[src/rtl/riscv_pkg.sv]
// riscv_pkg: RV32I opcodes, in_class encoding and field widths shared with the Main_Decoder
package riscv_pkg;
  localparam int INSTR_W = 32;
  localparam int IMM_W = 21;
  localparam int REG_W = 5;
  localparam int CLASS_W = 3;
  localparam int F3_W = 3;
  typedef enum logic [CLASS_W-1:0] {
    CL_LOAD   = 3'd0,
    CL_STORE  = 3'd1,
    CL_RTYPE  = 3'd2,
    CL_BRANCH = 3'd3,
    CL_ITYPE  = 3'd4,
    CL_JAL    = 3'd5
  } in_class_e;
  localparam logic [6:0] OP_LOAD   = 7'b0000011;
  localparam logic [6:0] OP_STORE  = 7'b0100011;
  localparam logic [6:0] OP_RTYPE  = 7'b0110011;
  localparam logic [6:0] OP_BRANCH = 7'b1100011;
  localparam logic [6:0] OP_ITYPE  = 7'b0010011;
  localparam logic [6:0] OP_JAL    = 7'b1101111;
  function automatic logic class_legal(input logic [CLASS_W-1:0] c);
    return c <= CL_JAL;
  endfunction
  function automatic logic [6:0] opcode_of(input logic [CLASS_W-1:0] c);
    return c == CL_LOAD   ? OP_LOAD   :
           c == CL_STORE  ? OP_STORE  :
           c == CL_RTYPE  ? OP_RTYPE  :
           c == CL_BRANCH ? OP_BRANCH :
           c == CL_ITYPE  ? OP_ITYPE  :
           c == CL_JAL    ? OP_JAL    : 7'd0;
  endfunction
endpackage

[src/rtl/instr_encoder_if.sv]
// instr_encoder_if: field-input and memory-write handshakes; err_imm exists only with INSTR_ENCODER_IMM_CHECK_EN
interface instr_encoder_if #(parameter int ADDR_W = 6);
  import riscv_pkg::*;
  logic                 in_valid;
  logic                 in_ready;
  logic [CLASS_W-1:0]   in_class;
  logic [REG_W-1:0]     rd;
  logic [REG_W-1:0]     rs1;
  logic [REG_W-1:0]     rs2;
  logic [F3_W-1:0]      funct3;
  logic                 funct7b5;
  logic [IMM_W-1:0]     imm;
  logic                 out_valid;
  logic                 out_ready;
  logic [INSTR_W-1:0]   out_instr;
  logic [ADDR_W-1:0]    out_addr;
  logic                 err_class;
  logic [ADDR_W:0]      count;
`ifdef INSTR_ENCODER_IMM_CHECK_EN
  logic                 err_imm;
  modport master (output in_valid, in_class, rd, rs1, rs2, funct3, funct7b5, imm, out_ready,
                  input in_ready, out_valid, out_instr, out_addr, err_class, count, err_imm);
  modport slave  (input in_valid, in_class, rd, rs1, rs2, funct3, funct7b5, imm, out_ready,
                  output in_ready, out_valid, out_instr, out_addr, err_class, count, err_imm);
`else
  modport master (output in_valid, in_class, rd, rs1, rs2, funct3, funct7b5, imm, out_ready,
                  input in_ready, out_valid, out_instr, out_addr, err_class, count);
  modport slave  (input in_valid, in_class, rd, rs1, rs2, funct3, funct7b5, imm, out_ready,
                  output in_ready, out_valid, out_instr, out_addr, err_class, count);
`endif
endinterface

[src/rtl/instr_encoder_imm_packer.sv]
// imm_packer: scatters the two's-complement immediate into its RV32I bit positions per format
module imm_packer
  import riscv_pkg::*;
(
  input  logic [CLASS_W-1:0] in_class,
  input  logic [IMM_W-1:0]   imm,
  output logic [INSTR_W-1:0] imm_bits
);
  // I/S/B/J immediate layouts; R-type and illegal classes carry no immediate
  always_comb
    imm_bits = (in_class == CL_LOAD || in_class == CL_ITYPE) ? {imm[11:0], 20'd0} :
               in_class == CL_STORE  ? {imm[11:5], 13'd0, imm[4:0], 7'd0} :
               in_class == CL_BRANCH ? {imm[12], imm[10:5], 13'd0, imm[4:1], imm[11], 7'd0} :
               in_class == CL_JAL    ? {imm[20], imm[10:1], imm[11], imm[19:12], 12'd0} :
                                       '0;
endmodule

[src/rtl/instr_encoder.sv]
// instr_encoder: packs instruction fields into RV32I words and streams them to sequential memory addresses; INSTR_ENCODER_IMM_CHECK_EN adds err_imm
module instr_encoder
  import riscv_pkg::*;
#(
  parameter int ADDR_W = 6
) (
  input  logic           clk,
  input  logic           rst_n,
  instr_encoder_if.slave bus
);
  logic [INSTR_W-1:0] imm_bits;
  logic [INSTR_W-1:0] word;
  logic in_fire;
  logic out_fire;
  logic legal;
  imm_packer u_imm (
    .in_class (bus.in_class),
    .imm      (bus.imm),
    .imm_bits (imm_bits)
  );
  assign bus.in_ready = !bus.out_valid || bus.out_ready;
  assign in_fire = bus.in_valid && bus.in_ready;
  assign out_fire = bus.out_valid && bus.out_ready;
  assign legal = class_legal(bus.in_class);
  // Merge immediate with the register/funct fields each format uses; bit 30 is funct7b5 for R-type and ITYPE shifts
  always_comb begin
    logic use_rd, use_rs1, use_rs2, b30;
    use_rd  = !(bus.in_class == CL_STORE || bus.in_class == CL_BRANCH);
    use_rs1 = bus.in_class != CL_JAL;
    use_rs2 = bus.in_class == CL_STORE || bus.in_class == CL_RTYPE || bus.in_class == CL_BRANCH;
    b30 = (bus.in_class == CL_RTYPE || (bus.in_class == CL_ITYPE && bus.funct3 == 3'b101))
          ? bus.funct7b5 : imm_bits[30];
    word = {imm_bits[31], b30, imm_bits[29:0]} |
           {7'd0, use_rs2 ? bus.rs2 : 5'd0, use_rs1 ? bus.rs1 : 5'd0,
            use_rs1 ? bus.funct3 : 3'd0, use_rd ? bus.rd : 5'd0, opcode_of(bus.in_class)};
  end
  // Single output register: load on a legal input, advance address/count on each output transfer
  always_ff @(posedge clk or negedge rst_n)
    if (!rst_n) begin
      bus.out_valid <= 1'b0;
      bus.out_instr <= '0;
      bus.out_addr  <= '0;
      bus.count     <= '0;
      bus.err_class <= 1'b0;
    end else begin
      if (out_fire) begin
        bus.out_addr <= bus.out_addr + 1'b1;
        if (!bus.count[ADDR_W]) bus.count <= bus.count + 1'b1;
      end
      if (in_fire && legal) begin
        bus.out_valid <= 1'b1;
        bus.out_instr <= word;
      end else if (out_fire) bus.out_valid <= 1'b0;
      if (in_fire && !legal) bus.err_class <= 1'b1;
    end
`ifdef INSTR_ENCODER_IMM_CHECK_EN
  logic imm_fits;
  // Range test: upper bits must be a sign extension; B/J offsets must also be even
  always_comb
    imm_fits = (bus.in_class == CL_LOAD || bus.in_class == CL_STORE || bus.in_class == CL_ITYPE)
               ? bus.imm[20:11] == {10{bus.imm[11]}} :
               bus.in_class == CL_BRANCH ? (bus.imm[20:12] == {9{bus.imm[12]}} && !bus.imm[0]) :
               bus.in_class == CL_JAL    ? !bus.imm[0] : 1'b1;
  // Sticky flag for any accepted legal word whose immediate was truncated
  always_ff @(posedge clk or negedge rst_n)
    if (!rst_n) bus.err_imm <= 1'b0;
    else if (in_fire && legal && !imm_fits) bus.err_imm <= 1'b1;
`endif
endmodule

[src/flat_wrapper.sv]
// flat-port wrapper written by rule: the top's interface ports become plain ports
module instr_encoder_flat import riscv_pkg::*;
#(
  parameter int ADDR_W = 6
)
  (clk, rst_n, bus_in_valid, bus_in_class, bus_rd, bus_rs1, bus_rs2, bus_funct3, bus_funct7b5, bus_imm, bus_out_ready, bus_in_ready, bus_out_valid, bus_out_instr, bus_out_addr, bus_err_class, bus_count);
  instr_encoder_if #(.ADDR_W(ADDR_W)) bus_i ();
  input  logic clk;
  input  logic rst_n;
  input wire logic [$bits(bus_i.in_valid)-1:0] bus_in_valid;
  input wire logic [$bits(bus_i.in_class)-1:0] bus_in_class;
  input wire logic [$bits(bus_i.rd)-1:0] bus_rd;
  input wire logic [$bits(bus_i.rs1)-1:0] bus_rs1;
  input wire logic [$bits(bus_i.rs2)-1:0] bus_rs2;
  input wire logic [$bits(bus_i.funct3)-1:0] bus_funct3;
  input wire logic [$bits(bus_i.funct7b5)-1:0] bus_funct7b5;
  input wire logic [$bits(bus_i.imm)-1:0] bus_imm;
  input wire logic [$bits(bus_i.out_ready)-1:0] bus_out_ready;
  output wire logic [$bits(bus_i.in_ready)-1:0] bus_in_ready;
  output wire logic [$bits(bus_i.out_valid)-1:0] bus_out_valid;
  output wire logic [$bits(bus_i.out_instr)-1:0] bus_out_instr;
  output wire logic [$bits(bus_i.out_addr)-1:0] bus_out_addr;
  output wire logic [$bits(bus_i.err_class)-1:0] bus_err_class;
  output wire logic [$bits(bus_i.count)-1:0] bus_count;
  assign bus_i.in_valid = bus_in_valid;
  assign bus_i.in_class = bus_in_class;
  assign bus_i.rd = bus_rd;
  assign bus_i.rs1 = bus_rs1;
  assign bus_i.rs2 = bus_rs2;
  assign bus_i.funct3 = bus_funct3;
  assign bus_i.funct7b5 = bus_funct7b5;
  assign bus_i.imm = bus_imm;
  assign bus_i.out_ready = bus_out_ready;
  assign bus_in_ready = bus_i.in_ready;
  assign bus_out_valid = bus_i.out_valid;
  assign bus_out_instr = bus_i.out_instr;
  assign bus_out_addr = bus_i.out_addr;
  assign bus_err_class = bus_i.err_class;
  assign bus_count = bus_i.count;
  instr_encoder #(.ADDR_W(ADDR_W)) u_core (.clk(clk), .rst_n(rst_n), .bus(bus_i));
endmodule
[config.mk]
export PLATFORM = sky130hd
export DESIGN_NAME = instr_encoder_flat
export DESIGN_NICKNAME = d
export VERILOG_FILES = /design/src/rtl/riscv_pkg.sv /design/src/rtl/instr_encoder_if.sv /design/src/rtl/instr_encoder_imm_packer.sv /design/src/rtl/instr_encoder.sv /design/src/flat_wrapper.sv
export SDC_FILE = /design/constraint.sdc
export NUM_CORES = 1
export LEC_CHECK = 0
export ABC_AREA = 1
export CAP_MARGIN = 20
export CORE_MARGIN = 4
export CORE_UTILIZATION = 38
export CTS_CLUSTER_DIAMETER = 150
export CTS_CLUSTER_SIZE = 20
export DETAILED_ROUTE_END_ITERATION = 6
export PLACE_DENSITY_LB_ADDON = 0.3
export SKIP_CTS_REPAIR_TIMING = 1
export SYNTH_ARGS = -nofsm -noshare
export SYNTH_HDL_FRONTEND = slang
export SYNTH_SLANG_ARGS = --single-unit
[constraint.sdc]
create_clock -name clk -period 1.05 [get_ports clk]
set_input_delay 0.315 -clock clk [delete_from_list [all_inputs] [get_ports clk]]
set_output_delay 0.315 -clock clk [all_outputs]
set_load 0.01 [all_outputs]
Word-level counts from Yosys, hierarchy flattened
Index checks and enable logic that the tools add are counted.
W data, S select, Z words.
Word-level totals
  bits in registers: 47
  input bits: 47
Operators by class
  add/sub/neg operators: 2
  magnitude comparators: 1
  eq/ne operators: 7
  muxes and demuxes: 18
  bitwise gates (word level): 2
  reduce and logical (&&, ||, !) cells: 16
Operator list (number)
  $mux W32: 4
  $mux W7: 7
  $or A32 B25 Y32: 1
  $mux W5: 3
  $eq A3 B3 Y1 const B: 3
  $add A7 B1 Y7 const B: 1
  $add A6 B1 Y6 const B: 1
  $eq A3 B2 Y1 const B: 2
  $logic_or A1 B1 Y1: 6
  $logic_and A1 B1 Y1: 5
  $eq A3 B1 Y1 const B: 1
  $le A3 B3 Y1 const B: 1
  $logic_not A3 Y1: 1
  $mux W1: 3
  $mux W3: 1
  $ne A3 B3 Y1 const B: 1
  $logic_not A1 Y1: 2
  $reduce_and A2 Y1: 1
  $reduce_bool A2 Y1: 1
  $not A1 Y1: 1

Logic depth before layout (Yosys ltp)
Gate-level depths: netlist of run 1.
  depth in word-level cells: 8
  depth in mapped cells: 7

Cells and area by module
Synthesis of run 1 repeated with hierarchy kept, for this count alone.
Unflattened totals
  cells, all modules: 295
  area total of the unflattened synthesis: 2478.6 um^2
Modules (own cells, without submodules)
  instr_encoder: times used 1, cells each 227, area each 2149.6 um^2, sequential area each 1176.1 um^2
  imm_packer: times used 1, cells each 68, area each 329.1 um^2, sequential area each 0.0 um^2

Worst setup path after synthesis of run 1
Ideal clock, no wire load.
  path kind: register to register
  start point: reg u_core.bus.out_valid
  end point: reg u_core.bus.out_instr[24]
  setup time: 0.119 ns
  arrival time: 1.088 ns
  data required time: 0.931 ns
  setup slack: -0.157 ns
  cell stages (with the launch flop): 7
  path buffers: 1
  cells stage by stage: dfrtp_1 nand2_1 nand3_4 inv_2 buf_6 nand3_1 o21a_1
On the way
  cells in the longest elaborated chain, start to end: 4
RTL lines
  start, declared: RTL line instr_encoder_if.sv:29  | output in_ready, out_valid, out_instr, out_addr, err_class, count);
  start signal, assigned: RTL line instr_encoder.sv:40  | bus.out_valid <= 1'b0;
  start signal, assigned: RTL line instr_encoder.sv:51  | bus.out_valid <= 1'b1;
  start signal, assigned: RTL line instr_encoder.sv:53  | end else if (out_fire) bus.out_valid <= 1'b0;
  $logic_not A1 Y1: RTL line instr_encoder.sv:21  | assign bus.in_ready = !bus.out_valid || bus.out_ready;
  $logic_or A1 B1 Y1: RTL line instr_encoder.sv:21
  named net bus_in_ready: RTL line flat_wrapper.sv:19  | output wire logic [$bits(bus_i.in_ready)-1:0] bus_in_ready;
  $logic_and A1 B1 Y1: RTL line instr_encoder.sv:22  | assign in_fire = bus.in_valid && bus.in_ready;
  $logic_and A1 B1 Y1: RTL line instr_encoder.sv:50  | if (in_fire && legal) begin
  end signal, assigned: RTL line instr_encoder.sv:52  | bus.out_instr <= word;
  end, declared: RTL line instr_encoder_if.sv:29
The timed path passes the listed nets, and every way through them passes these cells.
A chain may end at the register's enable or synchronous reset.

Worst setup path in the final report of run 1
  start point: reg u_core.bus.out_valid
  end point: reg u_core.bus.out_instr[22]
On the way
  cells in the longest elaborated chain, start to end: 4
RTL lines (RTL line)
  $logic_not A1 Y1: instr_encoder.sv:21
  $logic_or A1 B1 Y1: instr_encoder.sv:21
  $logic_and A1 B1 Y1: instr_encoder.sv:22
  $logic_and A1 B1 Y1: instr_encoder.sv:50
Every way passes these cells.

==> qor.txt, run 1 <==
Syn Nets - 302
Setup CP Type - register to register
Critical Path End Type - register
Worst-path clk slew - 0.08 ns
Leak - 1.96 nW
Drt first-iter violations - 102
# DRC - 0
Initial antenna violation count - 0
Worst hold path type - input port to register
DR WL/cell - 13.4 um
Crit-path cells - nand2_4, buf_6, nand3_4, buf_12, buf_12, nand2_1, nand2_1
Routability cong. - 0.858
Clk buf depth - 2
Setup tns final - -9.48 ns
Total Nets Final - 451
Die ar. - 6840 sq um
Setup violators final - 87
Initial Util - 0.403
WP data arrival - 1.46 ns
Crit path max-delay family - flip-flops
Mapped cell area - 2120 sq um
Antenna viol nets, final - 0
Power per cell area - 1530 nW/um^2
CTS Sinks - 45
Worst-case clock skew - 0.00327 ns
Cell count after synthesis - 253
Setup ws final - -0.214 ns
Die width - 82.7 um
FP Rows - 26
Min cycle time layout - 1.26 ns
Vias in the first global route - 2139
Max-Cap Viols - 0
Startpoint class of the critical path - register
First-pass GRT wire length - 9.45 mm
Failing checks - setup timing
Slew @ Worst Pin - 0.344 ns
Skew-Pair Late Insertion Delay - 0.29 ns
Reg2reg end - u_core.bus.out_instr[22]
Grt ovf - 0
R2r startpoint - u_core.bus.out_valid
Layout cell share with drive strength beyond 1 - 0.370
Htree depth - 2
Io pins - 95
Yosys cell types - 28
Largest net degree at the start of global routing - 46
Fin util - 0.703
Max stage delay on crit path - 0.44 ns
Status - finished, violations left
Yosys warnings - 0
IO Port Bufs - 94
Hold Crit Start - bus_out_ready
CP Buf/Inv Count - 3
Final hold viol count - 0
Core area - 5270 sq um
Worst R2R Path Depth - 7
Register area share after synthesis - 0.531
CP required - 1.24 ns
Reg-to-reg slack, setup - -0.21 ns
Max-slew violation count - 0
Avg Cell Area, Syn - 8.39 sq um
TritonCTS clock tree - done
Ant. Diodes - 0
GRT Total Usage - 0.180
Post-DR vias/cell - 4.72
Hold depth - 5
Critical path's slowest cell - dfrtp_2
Hold Path End - u_core.bus.out_valid
Drt total wl - 6.35 mm
Max VDD drop - 0.000848 V
Most frequent cells in the layout - nand2_1 (73), buf_4 (47), dfrtp_1 (44)
#FFs+latches synth - 45
Worst hold margin - 0.420 ns
Clock buffer count from CTS - 5
Worst slack at placement - -0.712 ns
Slew margin rel. - 0.770
Achievable Freq - 0.791 GHz
CTS Root Buffer Type - clkbuf_8
Via count - 2233
P&R area growth vs syn - 74.5%
RSZ-0062 raised after global routing - yes
First-pass DRT Iterations - 4
Most common cell after layout, fill and taps aside - nand2_1
Worst-path fanout max - 7
Fin crit share - 1.20
Hpwl dp - 4.53 mm
Die extent in y - 82.7 um
[worst max path at each step]
stage,cells after the start,end,slack (ns),start
finish,7,u_core.bus.out_instr[22],-0.21,u_core.bus.out_valid
global route,8,u_core.bus.count[5],-0.29,u_core.bus.out_valid
CTS,4,bus_in_ready,-0.72,bus_out_ready
detailed placement,4,bus_in_ready,-0.71,bus_out_ready
global placement,4,bus_in_ready,-0.71,bus_out_ready
floorplan,6,u_core.bus.out_instr[24],-0.06,u_core.bus.out_valid
[cell families (layout without fill, tap and decap cells)]
group / after synthesis / after routing / share of synthesized area
AOI/OAI and AO/OA: 38 / 38 / 0.0996
xor gates and xnor gates: 8 / 8 / 0.0330
adders and majority gates: 2 / 2 / 0.0118
buffers and inverters: 30 / 180 / 0.0637
DFF: 45 / 45 / 0.531
muxes: 1 / 1 / 0.00531
and+or+nand+nor: 129 / 129 / 0.256
[worst min-delay path: cells and delay by family]
kind	cells	cell delay, ns
buffers and inverters	3	0.26
and+or+nand+nor	2	0.10
[per-layer routing]
metal | wire, um | share of wire | GRT usage | vias to the layer above
met5 | 0 | 0 | 0 | -
met4 | 120 | 0.019 | 0.0686 | 0
met3 | 440 | 0.069 | 0.0390 | 11
met2 | 3080 | 0.48 | 0.305 | 82
met1 | 2710 | 0.43 | 0.223 | 1037
li1 | - | - | - | 1103
[per-stage QoR]
stage | cell area, sq um | std cells | total power [W]
2_1_floorplan | 2170 | 253 | 0.00285
3_3_place_gp | 3480 | 451 | 0.00403
3_5_place_dp | 3480 | 451 | 0.00408
4_1_cts | 3620 | 459 | 0.00562
5_1_grt | 3700 | 473 | 0.00600
6_report | 3700 | 473 | 0.00566
[sequential cells by signal, indices dropped and copies added, names as in the netlist]
register and count:
u_core.bus.count 7, u_core.bus.err_class 1, u_core.bus.out_addr 6, u_core.bus.out_instr 30, u_core.bus.out_valid 1
[Yosys cell counts]
| cell | instances | area, sq um |
|---|---|---|
| nand2_1 | 89 | 334 |
| dfrtp_1 | 45 | 1130 |
| o21ai_0 | 24 | 120 |
| inv_1 | 18 | 67.6 |
| nor2_1 | 16 | 60.1 |
| nand3_1 | 13 | 65.1 |
| buf_2 | 6 | 30.0 |
| xor2_1 | 6 | 52.6 |
| o31ai_1 | 4 | 30.0 |
| a21oi_1 | 3 | 15.0 |
| inv_2 | 3 | 11.3 |
| nand2_2 | 3 | 18.8 |
| o22ai_1 | 3 | 18.8 |
| buf_4 | 2 | 15.0 |
| ha_1 | 2 | 25.0 |
| nor3_1 | 2 | 10.0 |
| o21a_1 | 2 | 15.0 |
| xnor2_1 | 2 | 17.5 |
| buf_6 | 1 | 11.3 |
| mux2_2 | 1 | 11.3 |
| nand3_4 | 1 | 17.5 |
| nand3b_1 | 1 | 7.51 |
| nand4_1 | 1 | 6.26 |
| nor2_2 | 1 | 6.26 |
| nor2_4 | 1 | 11.3 |
| o21ai_1 | 1 | 5.00 |
| o21bai_1 | 1 | 7.51 |
| or2_1 | 1 | 6.26 |
[area by class of cell]
cell class | count | area [sq um]
repair buffers | 151 | 1260
multi-input cells | 178 | 1010
fillers | 425 | 1570
clock inverters | 3 | 65.1
well taps | 70 | 87.6
flip-flops and latches | 45 | 1130
clock buffers | 5 | 68.8
inverters | 21 | 86.3
[power breakdown]
group | internal, W | leakage [nW] | switching [W]
Combinational | 0.00104 | 1.33 | 0.000904
Clock | 0.000945 | 0.0681 | 0.000578
Sequential | 0.00201 | 0.556 | 0.000179
(Power assumes the default switching activity.)
==> run 2: changes to the inputs <==
--- a/config.mk
+++ b/config.mk
@@ -5,7 +5,6 @@
 export SDC_FILE = /design/constraint.sdc
 export NUM_CORES = 1
 export LEC_CHECK = 0
-export ABC_AREA = 1
 export CAP_MARGIN = 20
 export CORE_MARGIN = 4
 export CORE_UTILIZATION = 38
==> run 2 against run 1 <==
Compared with the run above: clock skew increased by 0.0029 ns; design area up 7.7%; critical path type unchanged; synthesized area increased by 6.2%; global-route usage grew 0.35 points; critical endpoint is now u_core.bus.out_instr[7]; the run still ends with setup timing left; combinational power up 61%; clock-buffer cell count increased by 2; hold slack gained 0.074 ns; first-iteration DRC count is 13% lower.
==> qor.txt, run 2 <==
Min cycle time layout - 1.32 ns
WP data arrival - 1.51 ns
Initial antenna violation count - 0
Syn Nets - 250
Htree depth - 2
RSZ-0062 raised after global routing - yes
Avg Cell Area, Syn - 11.2 sq um
Vias in the first global route - 2241
Max VDD drop - 0.00110 V
Count leader, synth - dfrtp_1
Ant. Diodes - 0
Hpwl dp - 5.03 mm
First-pass DRT Iterations - 4
Cell count after synthesis - 201
Via count - 2265
Io pins - 95
Mapped cell area - 2250 sq um
Area post-placement - 3750 sq um
FP Rows - 27
TritonCTS clock tree - done
Slew margin rel. - 0.776
Slew @ Worst Pin - 0.336 ns
Yosys cell types - 48
Status - finished, violations left
Routability cong. - 0.890
First-pass GRT wire length - 10.7 mm
Antenna viol nets, final - 0
Grt ovf - 0
Synth Flop Type - dfrtp_1
Register area share after synthesis - 0.499
Core area - 5640 sq um
Setup ws final - -0.271 ns
Synth async-reset ratio - 1.00
Synth top cells by count - dfrtp_1 (45), a31oi_1 (22), a21oi_1 (16), mux2i_1 (13), nand2_1 (10)
Largest area contributor in the netlist - dfrtp_1
Setup CP Type - register to register
Total Nets Final - 416
Yosys warnings - 0
Post-synth top area share - 0.499
Max-Cap Viols - 0
Initial Util - 0.400
Largest register FFs - 30
IO Port Bufs - 94
Die width - 85.0 um
Clock buffer count from CTS - 5
Layout cell share with drive strength beyond 1 - 0.481
Area contributors post-synth - dfrtp_1 (50%), a31oi_1 (6.1%), mux2i_1 (5.8%)
Skew-Pair Late Insertion Delay - 0.29 ns
Largest net degree at the start of global routing - 46
Setup tns final - -11.40 ns
P&R area growth vs syn - 76.9%
# DRC - 0
Fin util - 0.707
Worst slack at placement - -0.776 ns
Largest registers - u_core.bus.out_instr x30, u_core.bus.count x7, u_core.bus.out_addr x6
Worst-path fanout max - 6
Design Power - 0.00671 W
CP required - 1.24 ns
Critical Path End Type - register
Most frequent cells in the layout - buf_4 (67), dfrtp_1 (44), clkdlybuf4s50_1 (40)
Final hold viol count - 0
Worst hold path type - register to register
Most common cell after layout, fill and taps aside - buf_4
Post-DR vias/cell - 5.15
#FFs+latches synth - 45
Worst-path clk slew - 0.08 ns
CTS Sinks - 45
CTS Root Buffer Type - clkbuf_8
Worst-case clock skew - 0.00617 ns
Fillers - 432
Achievable Freq - 0.757 GHz
Die extent in y - 85.0 um
Design Area, Final - 3990 sq um
Drt first-iter violations - 89
Post-synth EDFFs - 0
DR WL/cell - 15.9 um
Reg with most FFs - u_core.bus.out_instr
Failing checks - setup timing
Drt total wl - 6.98 mm
Power per cell area - 1680 nW/um^2
Max-slew violation count - 0
Setup violators final - 87
Leak - 1.91 nW
Startpoint class of the critical path - register
Die ar. - 7230 sq um
GRT Total Usage - 0.183
Clk buf depth - 2
Fin crit share - 1.26
==> run 2: cell count changes after synthesis, moves of 13 or more <==
cell | previous run | this run
nor2_1 | 16 | 2
a31oi_1 | 0 | 22
a21oi_1 | 3 | 16
mux2i_1 | 0 | 13
o21ai_0 | 24 | 5
inv_1 | 18 | 3
nand2_1 | 89 | 10
==> run 2: critical path, cell delays in order, from the launching register on <==
cell and delay, ns:
dfrtp_1 0.38, nor2b_4 0.14, inv_4 0.07, buf_6 0.11, and3_4 0.22, mux2_4 0.30
==> run 2: cell families after synthesis <==
kind of cell             share of synthesized area
multiplexers                                0.0860
XOR/XNOR                                    0.0388
AO/OA/AOI/OAI                                0.191
AND/OR/NAND/NOR                              0.120
adder cells (fa/ha/maj)                     0.0111
flip-flops                                   0.499
buffers and inverters                       0.0538
==> run 2: cell type report <==
class                      count  area, sq um  share of cell area
clock buffer                   7         96.3              0.0242
sequential                    45         1130               0.283
tap                           72         90.1              0.0226
clock inverter                 1         5.00             0.00126
multi-input combinational    135         1230               0.308
inverter                       4         17.5             0.00439
timing repair buffer         176         1420               0.356
==> run 2: metrics by stage <==
stage / hold WS, ns / cells
finish: 0.493 / 440
global route: 0.525 / 440
CTS: -0.0115 / 419
detailed placement: 0.313 / 411
global placement: 0.317 / 411
floorplan: 0.0194 / 201
==> run 2: worst paths after layout <==
kind	startpoint	endpoint	slack, ns	cells past startpoint
setup reg to reg	u_core.bus.out_valid	u_core.bus.out_instr[7]	-0.27	5
min in group asynchronous	rst_n	u_core.bus.count[2]	0.52	3
hold / removal	u_core.bus.out_instr[1]	u_core.bus.out_instr[1]	0.49	1
setup / recovery	u_core.bus.out_valid	u_core.bus.out_instr[7]	-0.27	5
hold reg to reg	u_core.bus.out_instr[1]	u_core.bus.out_instr[1]	0.49	1
max in group asynchronous	rst_n	u_core.bus.out_addr[0]	0.31	3
==> run 2: power by group <==
group	internal, W	switching (W)
combinational	0.00177	0.00136
clock	0.000596	0.000582
sequential	0.00215	0.000258
==> run 2: routing by layer <==
layer	vias up	track usage	wire length, um
met5	-	0	0
met2	85	0.290	3290
met1	1080	0.237	3030
met4	0	0.0791	153
met3	14	0.0476	505
li1	1086	-	-
==> run 3: changes to the inputs <==
--- a/config.mk
+++ b/config.mk
@@ -7,7 +7,7 @@
 export LEC_CHECK = 0
 export CAP_MARGIN = 20
 export CORE_MARGIN = 4
-export CORE_UTILIZATION = 38
+export CORE_UTILIZATION = 43
 export CTS_CLUSTER_DIAMETER = 150
 export CTS_CLUSTER_SIZE = 20
 export DETAILED_ROUTE_END_ITERATION = 6
==> constraint.sdc (replaced) <==
create_clock -name clk -period 1.4 [get_ports clk]
set_input_delay 0.42 -clock clk [delete_from_list [all_inputs] [get_ports clk]]
set_output_delay 0.42 -clock clk [all_outputs]
set_load 0.01 [all_outputs]
==> run 3 against run 2 <==
Compared with the run above: the flow still finishes with violations (setup timing); total power is 30% lower; clock-buffer cell count is the same; via count decreased by 6.1%; routed wire length decreased by 6.3%; critical path type is now register to output port; largest cell class unchanged.
==> qor.txt, run 3 (synthesis results as in run 2) <==
Max-slew violation count - 0
Drt first-iter violations - 102
Setup CP Type - register to output port
DR WL/cell - 16.3 um
Initial antenna violation count - 0
Critical Path End Type - output port
Most common cell after layout, fill and taps aside - dlymetal6s2s_1
Clock buffer count from CTS - 5
Antenna viol nets, final - 0
Routability cong. - 0.894
Via count - 2126
Startpoint class of the critical path - register
CTS Root Buffer Type - clkbuf_8
Status - finished, violations left
Most used cell along the critical path - buf_6
Core area - 5110 sq um
Skew-Pair Late Insertion Delay - 0.29 ns
TritonCTS clock tree - done
Power per cell area - 1240 nW/um^2
Worst hold path type - input port to async pin
Worst hold margin - 0.0947 ns
Largest net degree at the start of global routing - 46
Min cycle time layout - 1.47 ns
Drt total wl - 6.54 mm
Die width - 80.4 um
Leak - 2.14 nW
Worst-case clock skew - 0.00305 ns
Worst-path clk slew - 0.08 ns
Grt ovf - 0
Max stage delay on crit path - 0.39 ns
Io pins - 95
WP data arrival - 1.05 ns
Slew margin rel. - 0.764
Die extent in y - 80.4 um
Clk buf depth - 2
Max VDD drop - 0.000803 V
Final hold viol count - 0
P&R area growth vs syn - 69.0%
First-pass GRT wire length - 10.3 mm
FP Rows - 26
Most frequent cells in the layout - dlymetal6s2s_1 (53), dfrtp_1 (45), buf_4 (40)
RSZ-0062 raised after global routing - yes
# DRC - 0
Slew @ Worst Pin - 0.348 ns
Reg-to-reg slack, setup - 0.04 ns
Max-Cap Viols - 0
IO Port Bufs - 94
Initial Util - 0.441
Crit-path cells - buf_4, buf_6, buf_6
Largest register FFs - 30
Reg with most FFs - u_core.bus.out_instr
Critical path's slowest cell - dfrtp_1
First-pass DRT Iterations - 4
CTS Sinks - 45
Htree depth - 2
Largest registers - u_core.bus.out_instr x30, u_core.bus.count x7, u_core.bus.out_addr x6
CP required - 0.98 ns
Setup violators final - 2
Layout cell share with drive strength beyond 1 - 0.202
Post-DR vias/cell - 5.29
Worst-path fanout max - 5
Vias in the first global route - 2166
Setup ws final - -0.0651 ns
Achievable Freq - 0.683 GHz
Ant. Diodes - 0
Hpwl dp - 4.95 mm
Die ar. - 6470 sq um
Fin util - 0.746
Total Nets Final - 380
Fin crit share - 1.05
Failing checks - setup timing
GRT Total Usage - 0.205
## run 3: changes by cell type in the layout (fill, tap and decap cells not counted), sizes merged
cell           previous run  this run
bufinv                    0         1
dlymetal6s2s              5        53
dlygate4sd3               1         0
buf                      91        48
clkinv                    1         0
clkbuf                   46         8
clkdlybuf4s50            40        38
## run 3: final timing paths
path                                         from                        to  cells after the start
setup / recovery             u_core.bus.out_valid             bus_out_valid                      3
hold / removal                              rst_n       u_core.bus.count[3]                      2
setup reg to reg             u_core.bus.out_valid   u_core.bus.out_instr[7]                      5
hold reg to reg            u_core.bus.out_addr[5]    u_core.bus.out_addr[5]                      1
max in group asynchronous                   rst_n  u_core.bus.out_instr[15]                      2
min in group clk           u_core.bus.out_addr[5]    u_core.bus.out_addr[5]                      1
## run 3: layout make-up
type / count / area [sq um]
multi-input cells: 135 / 1010
flip-flops and latches: 45 / 1130
inverters: 4 / 15.0
clock buffers: 7 / 86.3
well taps: 70 / 87.6
repair buffers: 140 / 1460
clock inverters: 1 / 30.0
fillers: 360 / 1300
## run 3: routing by layer
layer / GRT usage / share of wire
met1: 0.257 / 0.40
met2: 0.349 / 0.53
met3: 0.0392 / 0.052
met4: 0.0726 / 0.017
met5: 0 / 0
## run 3: power breakdown
group / switching (W) / internal, W / leakage [nW]
sequential: 0.000164 / 0.00161 / 0.527
clock: 0.000431 / 0.000582 / 0.0585
combinational: 0.000821 / 0.00112 / 1.55
total: 0.00142 / 0.00331 / 2.14
## run 3: worst max-delay path, delay by kind of cell (launching register included)
family | cells | cell delay, ns
buffers and inverters | 3 | 0.37
DFF | 1 | 0.39
## run 3: per-stage QoR
step	TNS [ns]	cell area, sq um	power (W)	instances	setup slack (ns)
3_3_place_gp	-17.24	3530	0.00373	391	-0.659
6_report	-0.104	3810	0.00473	402	-0.0651
4_1_cts	-16.07	3650	0.00481	399	-0.687
3_5_place_dp	-18.55	3530	0.00380	391	-0.680
2_1_floorplan	-0.0309	2250	0.00256	201	-0.0309
5_1_grt	-0.194	3810	0.00503	402	-0.103
